$ cat src/rtl/gbc_apu_mixer.sv
// N-channel APU mixer: tick-paced snapshot, serial per-channel accumulate, NR50 scale, stereo PCM out through a show-ahead FIFO.
// Optional DC blocker after scaling is enabled by defining GBC_APU_HPF_EN.
module gbc_apu_mixer #(
    parameter int unsigned CHANNELS   = 4,
    parameter int unsigned IN_WIDTH   = 4,
    parameter int unsigned OUT_WIDTH  = 24,
    parameter int unsigned SAMPLE_DIV = 875,
    parameter int unsigned FIFO_DEPTH = 4,
    parameter int unsigned HPF_SHIFT  = 8
) (
    input  logic                         clk,
    input  logic                         rst_n,
    input  logic                         apu_on_i,
    input  logic [CHANNELS*IN_WIDTH-1:0] ch_sample_i,
    input  logic [CHANNELS-1:0]          ch_enable_i,
    input  logic [CHANNELS-1:0]          pan_right_i,
    input  logic [CHANNELS-1:0]          pan_left_i,
    input  logic [2:0]                   vol_left_i,
    input  logic [2:0]                   vol_right_i,
    output logic                         out_valid_o,
    input  logic                         out_ready_i,
    output logic [OUT_WIDTH-1:0]         out_left_o,
    output logic [OUT_WIDTH-1:0]         out_right_o,
    output logic                         overrun_o
);
    localparam int unsigned ACC_W = $clog2((2**IN_WIDTH-1)*CHANNELS*8+1)+1;
    localparam int unsigned LVL_W = IN_WIDTH+2;
    localparam int unsigned SHIFT = OUT_WIDTH-ACC_W;
    localparam int unsigned CNT_W = (SAMPLE_DIV > 1) ? $clog2(SAMPLE_DIV) : 1;
    localparam int unsigned CH_W  = (CHANNELS > 1) ? $clog2(CHANNELS) : 1;
    localparam int unsigned PTR_W = $clog2(FIFO_DEPTH);
    localparam int unsigned OCC_W = PTR_W+1;

    typedef enum logic [2:0] {S_IDLE, S_ACCUM, S_SCALE, S_FILT, S_PUSH} state_t;
    typedef struct packed {
        logic [OUT_WIDTH-1:0] left;
        logic [OUT_WIDTH-1:0] right;
    } pair_t;

    state_t                         state_q, state_d;
    logic [CNT_W-1:0]               cnt_q, cnt_d;
    logic                           tick;
    logic [CH_W-1:0]                ch_q, ch_d;
    logic signed [ACC_W-1:0]        acc_l_q, acc_l_d, acc_r_q, acc_r_d;
    logic [CHANNELS*IN_WIDTH-1:0]   code_q, code_d;
    logic [CHANNELS-1:0]            en_q, en_d, pl_q, pl_d, pr_q, pr_d;
    logic [2:0]                     vl_q, vl_d, vr_q, vr_d;
    logic                           on_q, on_d;
    logic [IN_WIDTH-1:0]            code;
    logic signed [LVL_W-1:0]        lvl;
    logic signed [4:0]              fac_l, fac_r;
    logic signed [ACC_W+4:0]        prod_l, prod_r;
    logic                           push;
    logic signed [OUT_WIDTH-1:0]    res_l, res_r;

    always_comb begin
        tick  = (cnt_q == CNT_W'(SAMPLE_DIV-1));
        cnt_d = tick ? '0 : cnt_q + 1'b1;
    end

    // Current channel's signed level from its snapshotted DAC code
    always_comb begin
        code   = code_q[ch_q*IN_WIDTH +: IN_WIDTH];
        lvl    = en_q[ch_q] ? ($signed({1'b0, code, 1'b0}) - $signed(LVL_W'(2**IN_WIDTH-1))) : '0;
        fac_l  = $signed({2'b00, vl_q} + 5'd1);
        fac_r  = $signed({2'b00, vr_q} + 5'd1);
        prod_l = (ACC_W+5)'(acc_l_q) * (ACC_W+5)'(fac_l);
        prod_r = (ACC_W+5)'(acc_r_q) * (ACC_W+5)'(fac_r);
    end

    always_comb begin
        state_d = state_q;
        ch_d    = ch_q;
        acc_l_d = acc_l_q;
        acc_r_d = acc_r_q;
        code_d  = code_q;
        en_d    = en_q;
        pl_d    = pl_q;
        pr_d    = pr_q;
        vl_d    = vl_q;
        vr_d    = vr_q;
        on_d    = on_q;
        push    = 1'b0;
        case (state_q)
            S_IDLE: if (tick) begin
                code_d  = ch_sample_i;
                en_d    = ch_enable_i;
                pl_d    = pan_left_i;
                pr_d    = pan_right_i;
                vl_d    = vol_left_i;
                vr_d    = vol_right_i;
                on_d    = apu_on_i;
                acc_l_d = '0;
                acc_r_d = '0;
                ch_d    = '0;
                state_d = S_ACCUM;
            end
            S_ACCUM: begin
                if (pl_q[ch_q]) acc_l_d = acc_l_q + ACC_W'(lvl);
                if (pr_q[ch_q]) acc_r_d = acc_r_q + ACC_W'(lvl);
                if (ch_q == CH_W'(CHANNELS-1)) state_d = S_SCALE;
                else                           ch_d    = ch_q + 1'b1;
            end
            S_SCALE: begin
                acc_l_d = on_q ? ACC_W'(prod_l) : '0;
                acc_r_d = on_q ? ACC_W'(prod_r) : '0;
`ifdef GBC_APU_HPF_EN
                state_d = S_FILT;
`else
                state_d = S_PUSH;
`endif
            end
            S_FILT: state_d = S_PUSH;
            S_PUSH: begin
                push    = 1'b1;
                state_d = S_IDLE;
            end
            default: state_d = S_IDLE;
        endcase
    end

`ifdef GBC_APU_HPF_EN
    localparam int unsigned HW    = ACC_W+HPF_SHIFT+2;
    localparam int unsigned EXT_W = HW+SHIFT;

    logic signed [HW-1:0]        xp_l_q, xp_l_d, yp_l_q, yp_l_d, xp_r_q, xp_r_d, yp_r_q, yp_r_d;
    logic signed [HW-1:0]        y_l, y_r;
    logic signed [OUT_WIDTH-1:0] filt_l_q, filt_l_d, filt_r_q, filt_r_d;

    function automatic logic signed [HW-1:0] hpf_step(input logic signed [HW-1:0] x,
                                                      input logic signed [HW-1:0] xp,
                                                      input logic signed [HW-1:0] yp);
        return x - xp + yp - (yp >>> HPF_SHIFT);
    endfunction

    function automatic logic signed [OUT_WIDTH-1:0] sat_out(input logic signed [HW-1:0] y);
        logic signed [EXT_W-1:0]    ys;
        logic [EXT_W-OUT_WIDTH:0]   hi;
        ys = EXT_W'(y) <<< SHIFT;
        hi = ys[EXT_W-1:OUT_WIDTH-1];
        if ((&hi) || !(|hi)) return ys[OUT_WIDTH-1:0];
        return ys[EXT_W-1] ? {1'b1, {(OUT_WIDTH-1){1'b0}}} : {1'b0, {(OUT_WIDTH-1){1'b1}}};
    endfunction

    // Filter history follows the APU power state, not the snapshot
    always_comb begin
        y_l      = hpf_step(HW'(acc_l_q), xp_l_q, yp_l_q);
        y_r      = hpf_step(HW'(acc_r_q), xp_r_q, yp_r_q);
        xp_l_d   = xp_l_q;
        yp_l_d   = yp_l_q;
        xp_r_d   = xp_r_q;
        yp_r_d   = yp_r_q;
        filt_l_d = filt_l_q;
        filt_r_d = filt_r_q;
        if (state_q == S_FILT) begin
            filt_l_d = sat_out(y_l);
            filt_r_d = sat_out(y_r);
            xp_l_d   = HW'(acc_l_q);
            xp_r_d   = HW'(acc_r_q);
            yp_l_d   = y_l;
            yp_r_d   = y_r;
        end
        if (!apu_on_i) begin
            xp_l_d = '0;
            yp_l_d = '0;
            xp_r_d = '0;
            yp_r_d = '0;
        end
    end

    always_ff @(posedge clk or negedge rst_n) begin
        if (!rst_n) begin
            xp_l_q   <= '0;
            yp_l_q   <= '0;
            xp_r_q   <= '0;
            yp_r_q   <= '0;
            filt_l_q <= '0;
            filt_r_q <= '0;
        end else begin
            xp_l_q   <= xp_l_d;
            yp_l_q   <= yp_l_d;
            xp_r_q   <= xp_r_d;
            yp_r_q   <= yp_r_d;
            filt_l_q <= filt_l_d;
            filt_r_q <= filt_r_d;
        end
    end

    assign res_l = filt_l_q;
    assign res_r = filt_r_q;
`else
    assign res_l = OUT_WIDTH'(acc_l_q) <<< SHIFT;
    assign res_r = OUT_WIDTH'(acc_r_q) <<< SHIFT;
`endif

    pair_t              mem_q [FIFO_DEPTH];
    pair_t              wr_data, head_q, head_d;
    logic [PTR_W-1:0]   wr_ptr_q, wr_ptr_d, rd_ptr_q, rd_ptr_d;
    logic [OCC_W-1:0]   occ_q, occ_d;
    logic               valid_q, valid_d, ovr_q, ovr_d;
    logic               pop, full, wr_en;

    // Show-ahead FIFO; head registered from next-state so outputs stay flop-driven
    always_comb begin
        wr_data  = '{left: res_l, right: res_r};
        pop      = valid_q & out_ready_i;
        full     = (occ_q == OCC_W'(FIFO_DEPTH));
        wr_en    = push & (~full | pop);
        ovr_d    = push & full & ~pop;
        rd_ptr_d = rd_ptr_q + PTR_W'(pop);
        wr_ptr_d = wr_ptr_q + PTR_W'(wr_en);
        occ_d    = occ_q + OCC_W'(wr_en) - OCC_W'(pop);
        valid_d  = (occ_d != '0);
        head_d   = '0;
        if (valid_d) head_d = (wr_en && (wr_ptr_q == rd_ptr_d)) ? wr_data : mem_q[rd_ptr_d];
    end

    always_ff @(posedge clk) begin
        if (wr_en) mem_q[wr_ptr_q] <= wr_data;
    end

    always_ff @(posedge clk or negedge rst_n) begin
        if (!rst_n) begin
            state_q  <= S_IDLE;
            cnt_q    <= '0;
            ch_q     <= '0;
            acc_l_q  <= '0;
            acc_r_q  <= '0;
            code_q   <= '0;
            en_q     <= '0;
            pl_q     <= '0;
            pr_q     <= '0;
            vl_q     <= '0;
            vr_q     <= '0;
            on_q     <= 1'b0;
            wr_ptr_q <= '0;
            rd_ptr_q <= '0;
            occ_q    <= '0;
            valid_q  <= 1'b0;
            head_q   <= '0;
            ovr_q    <= 1'b0;
        end else begin
            state_q  <= state_d;
            cnt_q    <= cnt_d;
            ch_q     <= ch_d;
            acc_l_q  <= acc_l_d;
            acc_r_q  <= acc_r_d;
            code_q   <= code_d;
            en_q     <= en_d;
            pl_q     <= pl_d;
            pr_q     <= pr_d;
            vl_q     <= vl_d;
            vr_q     <= vr_d;
            on_q     <= on_d;
            wr_ptr_q <= wr_ptr_d;
            rd_ptr_q <= rd_ptr_d;
            occ_q    <= occ_d;
            valid_q  <= valid_d;
            head_q   <= head_d;
            ovr_q    <= ovr_d;
        end
    end

    assign out_valid_o = valid_q;
    assign out_left_o  = head_q.left;
    assign out_right_o = head_q.right;
    assign overrun_o   = ovr_q;
endmodule

$ cat config.mk
export PLATFORM = sky130hd
export DESIGN_NAME = gbc_apu_mixer
export DESIGN_NICKNAME = d
export VERILOG_FILES = /design/src/rtl/gbc_apu_mixer.sv
export SDC_FILE = /design/constraint.sdc
export NUM_CORES = 1
export LEC_CHECK = 0
export ABC_AREA = 0
export CAP_MARGIN = 20
export CORE_MARGIN = 2
export CORE_UTILIZATION = 59
export CTS_CLUSTER_SIZE = 8
export DETAILED_ROUTE_END_ITERATION = 8
export PLACE_DENSITY = 0.81
export SYNTH_ARGS = -nofsm -noshare
export SYNTH_HDL_FRONTEND = slang
export SYNTH_SLANG_ARGS = --single-unit
$ cat constraint.sdc
create_clock -name clk -period 4.75 [get_ports clk]
set_input_delay 0.475 -clock clk [delete_from_list [all_inputs] [get_ports clk]]
set_output_delay 0.475 -clock clk [all_outputs]
set_load 0.05 [all_outputs]
==> results of run 1 <==
## cells in the final DEF (no fill, tap or decap), drive strengths merged, types with 16 or more instances in the layout
| master | netlist | routed |
|---|---|---|
| nor2b | 19 | 19 |
| mux2 | 36 | 36 |
| fa | 27 | 27 |
| nand2 | 70 | 70 |
| a21oi | 42 | 42 |
| xnor2 | 28 | 28 |
| o21ai | 19 | 19 |
| xor2 | 16 | 16 |
| mux4 | 27 | 27 |
| nor2 | 53 | 53 |
| ha | 61 | 61 |
| clkbuf | 17 | 17 |
| inv | 48 | 56 |
| clkdlybuf4s50 | 0 | 58 |
| dfrtp | 99 | 99 |
| and2 | 45 | 45 |
| conb | 1 | 28 |
| edfxtp | 80 | 80 |
## worst paths after layout
kind                       startpoint         endpoint  slack, ns  cells after the start
max in group asynchronous       rst_n       acc_r_q[7]       3.63                      2
setup reg to reg              vr_q[1]       acc_r_q[9]       0.45                     14
min in group clk           code_q[11]       code_q[11]       0.50                      1
hold reg to reg            code_q[11]       code_q[11]       0.50                      1
setup / recovery              vr_q[1]       acc_r_q[9]       0.45                     14
hold / removal                  rst_n  out_right_o[20]       0.17                      1
## where the power goes
group          switching (mW)  total, mW  leakage, nW  internal [mW]
logic                  0.0694     0.0962         2.68         0.0268
clock network           0.654       1.35        0.279          0.694
registers                   0       1.61         2.30           1.61
total                   0.723       3.05         5.26           2.33
## sequential cells by signal, indices dropped and copies added, names as in the netlist
signal       flops
cnt_q           10
out_right_o     10
overrun_o        1
wr_ptr_q         2
out_left_o      10
on_q             1
acc_r_q         10
en_q             4
rd_ptr_q         2
acc_l_q         10
state_q          3
pr_q             4
ch_q             2
pl_q             4
vr_q             3
code_q          16
mem_q           80
vl_q             3
out_valid_o      1
occ_q            3
## area by class of cell
cell class,instances,area [um^2]
clock buffers,17,425.4
clock inverters,15,141.4
fillers,1196,5224
inverters,48,180.2
multi-input cells,580,4838
flip-flops and latches,179,4880
well taps,220,275.3
repair buffers,70,678.2
## cells by family (layout without fill, tap and decap cells)
logic type / count (synthesis) / in the layout / synth area share (%)
compound gates: 114 / 114 / 7.431
xor+xnor: 46 / 46 / 4.260
fa+ha+maj: 88 / 88 / 12.90
buf+inv: 102 / 150 / 5.040
flops: 179 / 179 / 48.30
mux: 64 / 64 / 10.13
other cells: 1 / 28 / 0.03712
simple gates: 240 / 240 / 11.90
## worst register-to-register path: stages (launching register included)
cell and delay, ns:
dfrtp_1 0.41, ha_1 0.20, xor2_1 0.41, and2_1 0.21, ha_1 0.25, fa_1 0.53
inv_1 0.05, fa_1 0.53, inv_1 0.04, ha_1 0.33, o21a_1 0.21, a2111oi_0 0.52
or4_1 0.19, o221a_2 0.17, o311ai_0 0.12
## per-stage QoR
stage          util (%)  cell area (um^2)
3_5_place_dp      65.12             10840
4_1_cts           68.52             11400
2_1_floorplan         -             10200
3_3_place_gp      65.12             10840
5_1_grt           68.61             11420
6_report          68.61             11420
## per-layer routing
metal / track usage, % / share of wire, % / wire, um
met3: 5.818 / 5.6 / 1115
met2: 38.16 / 49 / 9725
met1: 32.59 / 44 / 8742
met5: 0 / 0 / 0
met4: 6.725 / 1.6 / 328
==> results.sh, run 1 <==
export IMPL_whs_ns=0.1746
export IMPL_ys_seq_elements=179
export IMPL_grt_max_degree=75
export IMPL_drc_errors=0
export IMPL_yosysTopAreaCell="dfrtp_1"
export IMPL_cts_setup_buffers=0
export IMPL_synth_edf_count=80
export IMPL_cts_root_buf="clkbuf_16"
export IMPL_start_util_pct=60.71
export IMPL_cts_sinks=179
export IMPL_die_w_um=134.9
export IMPL_powerDensity_nw_per_um2=267.1
export IMPL_ys_flop_type="dfrtp_1"
export IMPL_period_needed_ns=4.301
export IMPL_worst_slew_pin_transition_ns=0.9547
export IMPL_grt_usage_pct=23.74
export IMPL_netlist_instances=834
export IMPL_vias=6491
export IMPL_clockBufferDepth=2
export IMPL_critical_path_class="flip-flop to flip-flop"
export IMPL_slew_headroom_pct=36.36
export IMPL_cts_buffers=17
export IMPL_cellLeakagePower_nw=5.262
export IMPL_yosysSeqAreaShare_pct=48.30
export IMPL_wirelength_mm=19.91
export IMPL_max_freq_mhz=232.5
export IMPL_grt_pass1_vias=6572
export IMPL_final_net_count=1022
export IMPL_clock_skew_ns=0.01314
export IMPL_dp_slack_ns=0.5385
export IMPL_power_mw=3.050
export IMPL_tritoncts="built"
export IMPL_yosys_warnings=0
export IMPL_netlist_cell_type_count=60
export IMPL_ctsHoldBuffers=0
export IMPL_fin_ws_ns=0.4489
export IMPL_finalMaxSlewViolations=0
export IMPL_die_area_um2=18190
export IMPL_hp_class="input port to asynchronous set/reset pin"
export IMPL_ios=88
export IMPL_final_cells=1129
export IMPL_grt_pass1_wl_mm=33.38
export IMPL_post_cts_resized=0
export IMPL_diodes=0
export IMPL_setup_viol=0
export IMPL_crit_path_end_kind="flip-flop"
export IMPL_viasPerCell=5.749
export IMPL_avgRoutedWirePerCell_um=17.64
export IMPL_syn_avg_cell_area_um2=12.11
export IMPL_cp_buffers_inverters=2
export IMPL_final_layout_size_suffix_gt1_share_pct=12.76
export IMPL_clock_latency_ns=0.44
export IMPL_async_reset_ff_share_pct=55.31
export IMPL_netlist_area_leader_share_pct=24.52
export IMPL_critPathRequiredTime_ns=5.04
export IMPL_crit_arrival_ns=4.59
export IMPL_crit_path_cell_trace="ha_1, xor2_1, and2_1, ha_1, fa_1, inv_1, fa_1, inv_1, ha_1, o21a_1, a2111oi_0, or4_1, o221a_2, o311ai_0"
export IMPL_period_share_pct=90.55
export IMPL_io_buffers=59
export IMPL_dr_pass1_iters=6
export IMPL_clkTransAtPathRegs_ns=0.07
export IMPL_area_growth_pct=13.02
export IMPL_drv_cap=0
export IMPL_synthTopCellsByArea="dfrtp_1, edfxtp_1, ha_1"
export IMPL_antenna_found_initial=0
export IMPL_die_h_um=134.9
export IMPL_cts_htree_levels=4
export IMPL_run_status="completed"
export IMPL_tns_ns=0
export IMPL_yosys_top_cells_count="dfrtp_1, edfxtp_1, nand2_1"
export IMPL_hold_violations=0
export IMPL_gr_total_overflow=0
export IMPL_netlist_area_um2=10100
export IMPL_synth_most_common_cell="dfrtp_1"
export IMPL_startpoint_type="flip-flop"
export IMPL_path_delay_family="adder cells"
export IMPL_peakVddDrop_uv=260.1
export IMPL_core_area_um2=16640
export IMPL_drt_iter0_drc=515
export IMPL_rows=47
export IMPL_cpMaxStageDelayCell="fa_1"
export IMPL_crit_top_cell="ha_1"
export IMPL_place_congestion=0.8534
export IMPL_dp_cells=1096
export IMPL_path_max_fanout=8
export IMPL_dpl_hpwl_mm=13.53
export IMPL_cp_slowest_stage_delay_ns=0.53
export IMPL_rsz0062_at_grt="false"
export IMPL_ant_nets=0
Power figures use the tool's default switching activity.
==> run 2, diff against run 1 <==
--- a/config.mk
+++ b/config.mk
@@ -5,8 +5,6 @@
 export SDC_FILE = /design/constraint.sdc
 export NUM_CORES = 1
 export LEC_CHECK = 0
-export ABC_AREA = 0
-export CAP_MARGIN = 20
 export CORE_MARGIN = 2
 export CORE_UTILIZATION = 59
 export CTS_CLUSTER_SIZE = 8
==> results.sh, run 2 (synthesis results as in run 1) <==
export IMPL_rows=47
export IMPL_grt_usage_pct=23.74
export IMPL_dr_pass1_iters=5
export IMPL_startpoint_type="flip-flop"
export IMPL_start_util_pct=60.71
export IMPL_area_growth_pct=12.87
export IMPL_cpMaxStageDelayCell="fa_1"
export IMPL_hold_violations=0
export IMPL_clock_skew_ns=0.01312
export IMPL_cp_slowest_stage_delay_ns=0.53
export IMPL_rsz0062_at_grt="false"
export IMPL_avgRoutedWirePerCell_um=17.57
export IMPL_ctsHoldBuffers=0
export IMPL_cellLeakagePower_nw=5.255
export IMPL_path_max_fanout=8
export IMPL_cts_buffers=17
export IMPL_die_h_um=134.9
export IMPL_cp_buffers_inverters=2
export IMPL_final_cell_mix="dfrtp_1, edfxtp_1, nand2_1, ha_1, clkdlybuf4s50_1"
export IMPL_tritoncts="built"
export IMPL_clock_latency_ns=0.43
export IMPL_cts_htree_levels=4
export IMPL_vias=6455
export IMPL_worst_slew_pin_transition_ns=1.098
export IMPL_stdcell_area_um2=11400
export IMPL_final_net_count=1021
export IMPL_path_delay_family="adder cells"
export IMPL_place_area_um2=10840
export IMPL_die_w_um=134.9
export IMPL_ios=88
export IMPL_wirelength_mm=19.82
export IMPL_io_buffers=59
export IMPL_crit_path_cell_trace="ha_1, xor2_1, and2_1, ha_1, fa_1, inv_1, fa_1, inv_1, ha_1, o21a_1, a2111oi_0, or4_1, o221a_2, o311ai_0"
export IMPL_drc_errors=0
export IMPL_top_regs="mem_q: 80 flops, code_q: 16 flops"
export IMPL_crit_path_end_kind="flip-flop"
export IMPL_place_congestion=0.8534
export IMPL_crit_arrival_ns=4.59
export IMPL_layout_commonest_cell="dfrtp_1"
export IMPL_cts_root_buf="clkbuf_16"
export IMPL_crit_top_cell="ha_1"
export IMPL_top_register="mem_q"
export IMPL_diodes=0
export IMPL_clockBufferDepth=2
export IMPL_gr_total_overflow=0
export IMPL_core_area_um2=16640
export IMPL_slew_headroom_pct=26.80
export IMPL_tns_ns=0
export IMPL_period_needed_ns=4.301
export IMPL_dpl_hpwl_mm=13.53
export IMPL_grt_pass1_wl_mm=33.38
export IMPL_grt_max_degree=75
export IMPL_max_freq_mhz=232.5
export IMPL_final_layout_size_suffix_gt1_share_pct=12.67
export IMPL_cts_sinks=179
export IMPL_grt_pass1_vias=6572
export IMPL_drv_cap=0
export IMPL_clkTransAtPathRegs_ns=0.07
export IMPL_period_share_pct=90.54
export IMPL_drt_iter0_drc=465
export IMPL_ant_nets=0
export IMPL_die_area_um2=18190
export IMPL_cts_setup_buffers=0
export IMPL_hp_class="input port to asynchronous set/reset pin"
export IMPL_powerDensity_nw_per_um2=267.5
export IMPL_critPathRequiredTime_ns=5.04
export IMPL_viasPerCell=5.723
export IMPL_largest_reg_flops=80
export IMPL_critical_path_class="flip-flop to flip-flop"
export IMPL_post_cts_resized=0
export IMPL_run_status="completed"
export IMPL_finalMaxSlewViolations=0
export IMPL_setup_viol=0
export IMPL_peakVddDrop_uv=254.6
export IMPL_antenna_found_initial=0
[run 2: per-layer routing]
layer | GRT usage, % | vias up | routed length (um)
met5 | 0 | - | 0
met4 | 6.725 | 0 | 301
met3 | 5.818 | 28 | 1184
met2 | 38.16 | 215 | 9690
met1 | 32.59 | 3192 | 8638
li1 | - | 3020 | -
[run 2: worst paths after layout]
path,from,to,slack (ns),depth (start not counted)
max,vr_q[1],acc_r_q[9],0.45,14
min,rst_n,out_right_o[20],0.18,1
max reg2reg,vr_q[1],acc_r_q[9],0.45,14
min reg2reg,code_q[11],code_q[11],0.50,1
max in group asynchronous,rst_n,acc_r_q[7],3.63,2
min in group clk,code_q[11],code_q[11],0.50,1
[run 2: metrics by stage]
| step | hold slack (ns) | total power, mW | utilization, % | cells | setup WS, ns |
|---|---|---|---|---|---|
| floorplan | 0.1794 | 1.705 | - | 861 | 0.8577 |
| global placement | 0.4859 | 1.735 | 65.12 | 1096 | 0.6680 |
| detailed placement | 0.4936 | 1.735 | 65.12 | 1096 | 0.5385 |
| CTS | 0.2128 | 3.063 | 68.52 | 1128 | 0.5229 |
| global route | 0.2501 | 3.137 | 68.52 | 1128 | 0.1984 |
| finish | 0.1759 | 3.050 | 68.52 | 1128 | 0.4495 |
[run 2: worst reg2reg max path, delay by kind of cell, from the launching register on]
family | cells | cell delay, ns
xor+xnor | 1 | 0.41
flops | 1 | 0.41
buf+inv | 2 | 0.09
compound gates | 4 | 1.02
simple gates | 2 | 0.40
fa+ha+maj | 5 | 1.84
[run 2: cell type report]
type                    instances  area (um^2)
repair buffers                 69        663.1
multi-input cells             580         4838
inverters                      48        180.2
flip-flops and latches        179         4880
fillers                      1198         5239
clock buffers                  17        425.4
clock inverters                15        141.4
well taps                     220        275.3
[run 2: where the power goes]
| group | total (mW) | switching (mW) | internal [mW] | leakage [nW] |
|---|---|---|---|---|
| registers | 1.61 | 0 | 1.61 | 2.30 |
| logic | 0.0962 | 0.0694 | 0.0268 | 2.67 |
| clock network | 1.35 | 0.654 | 0.694 | 0.279 |
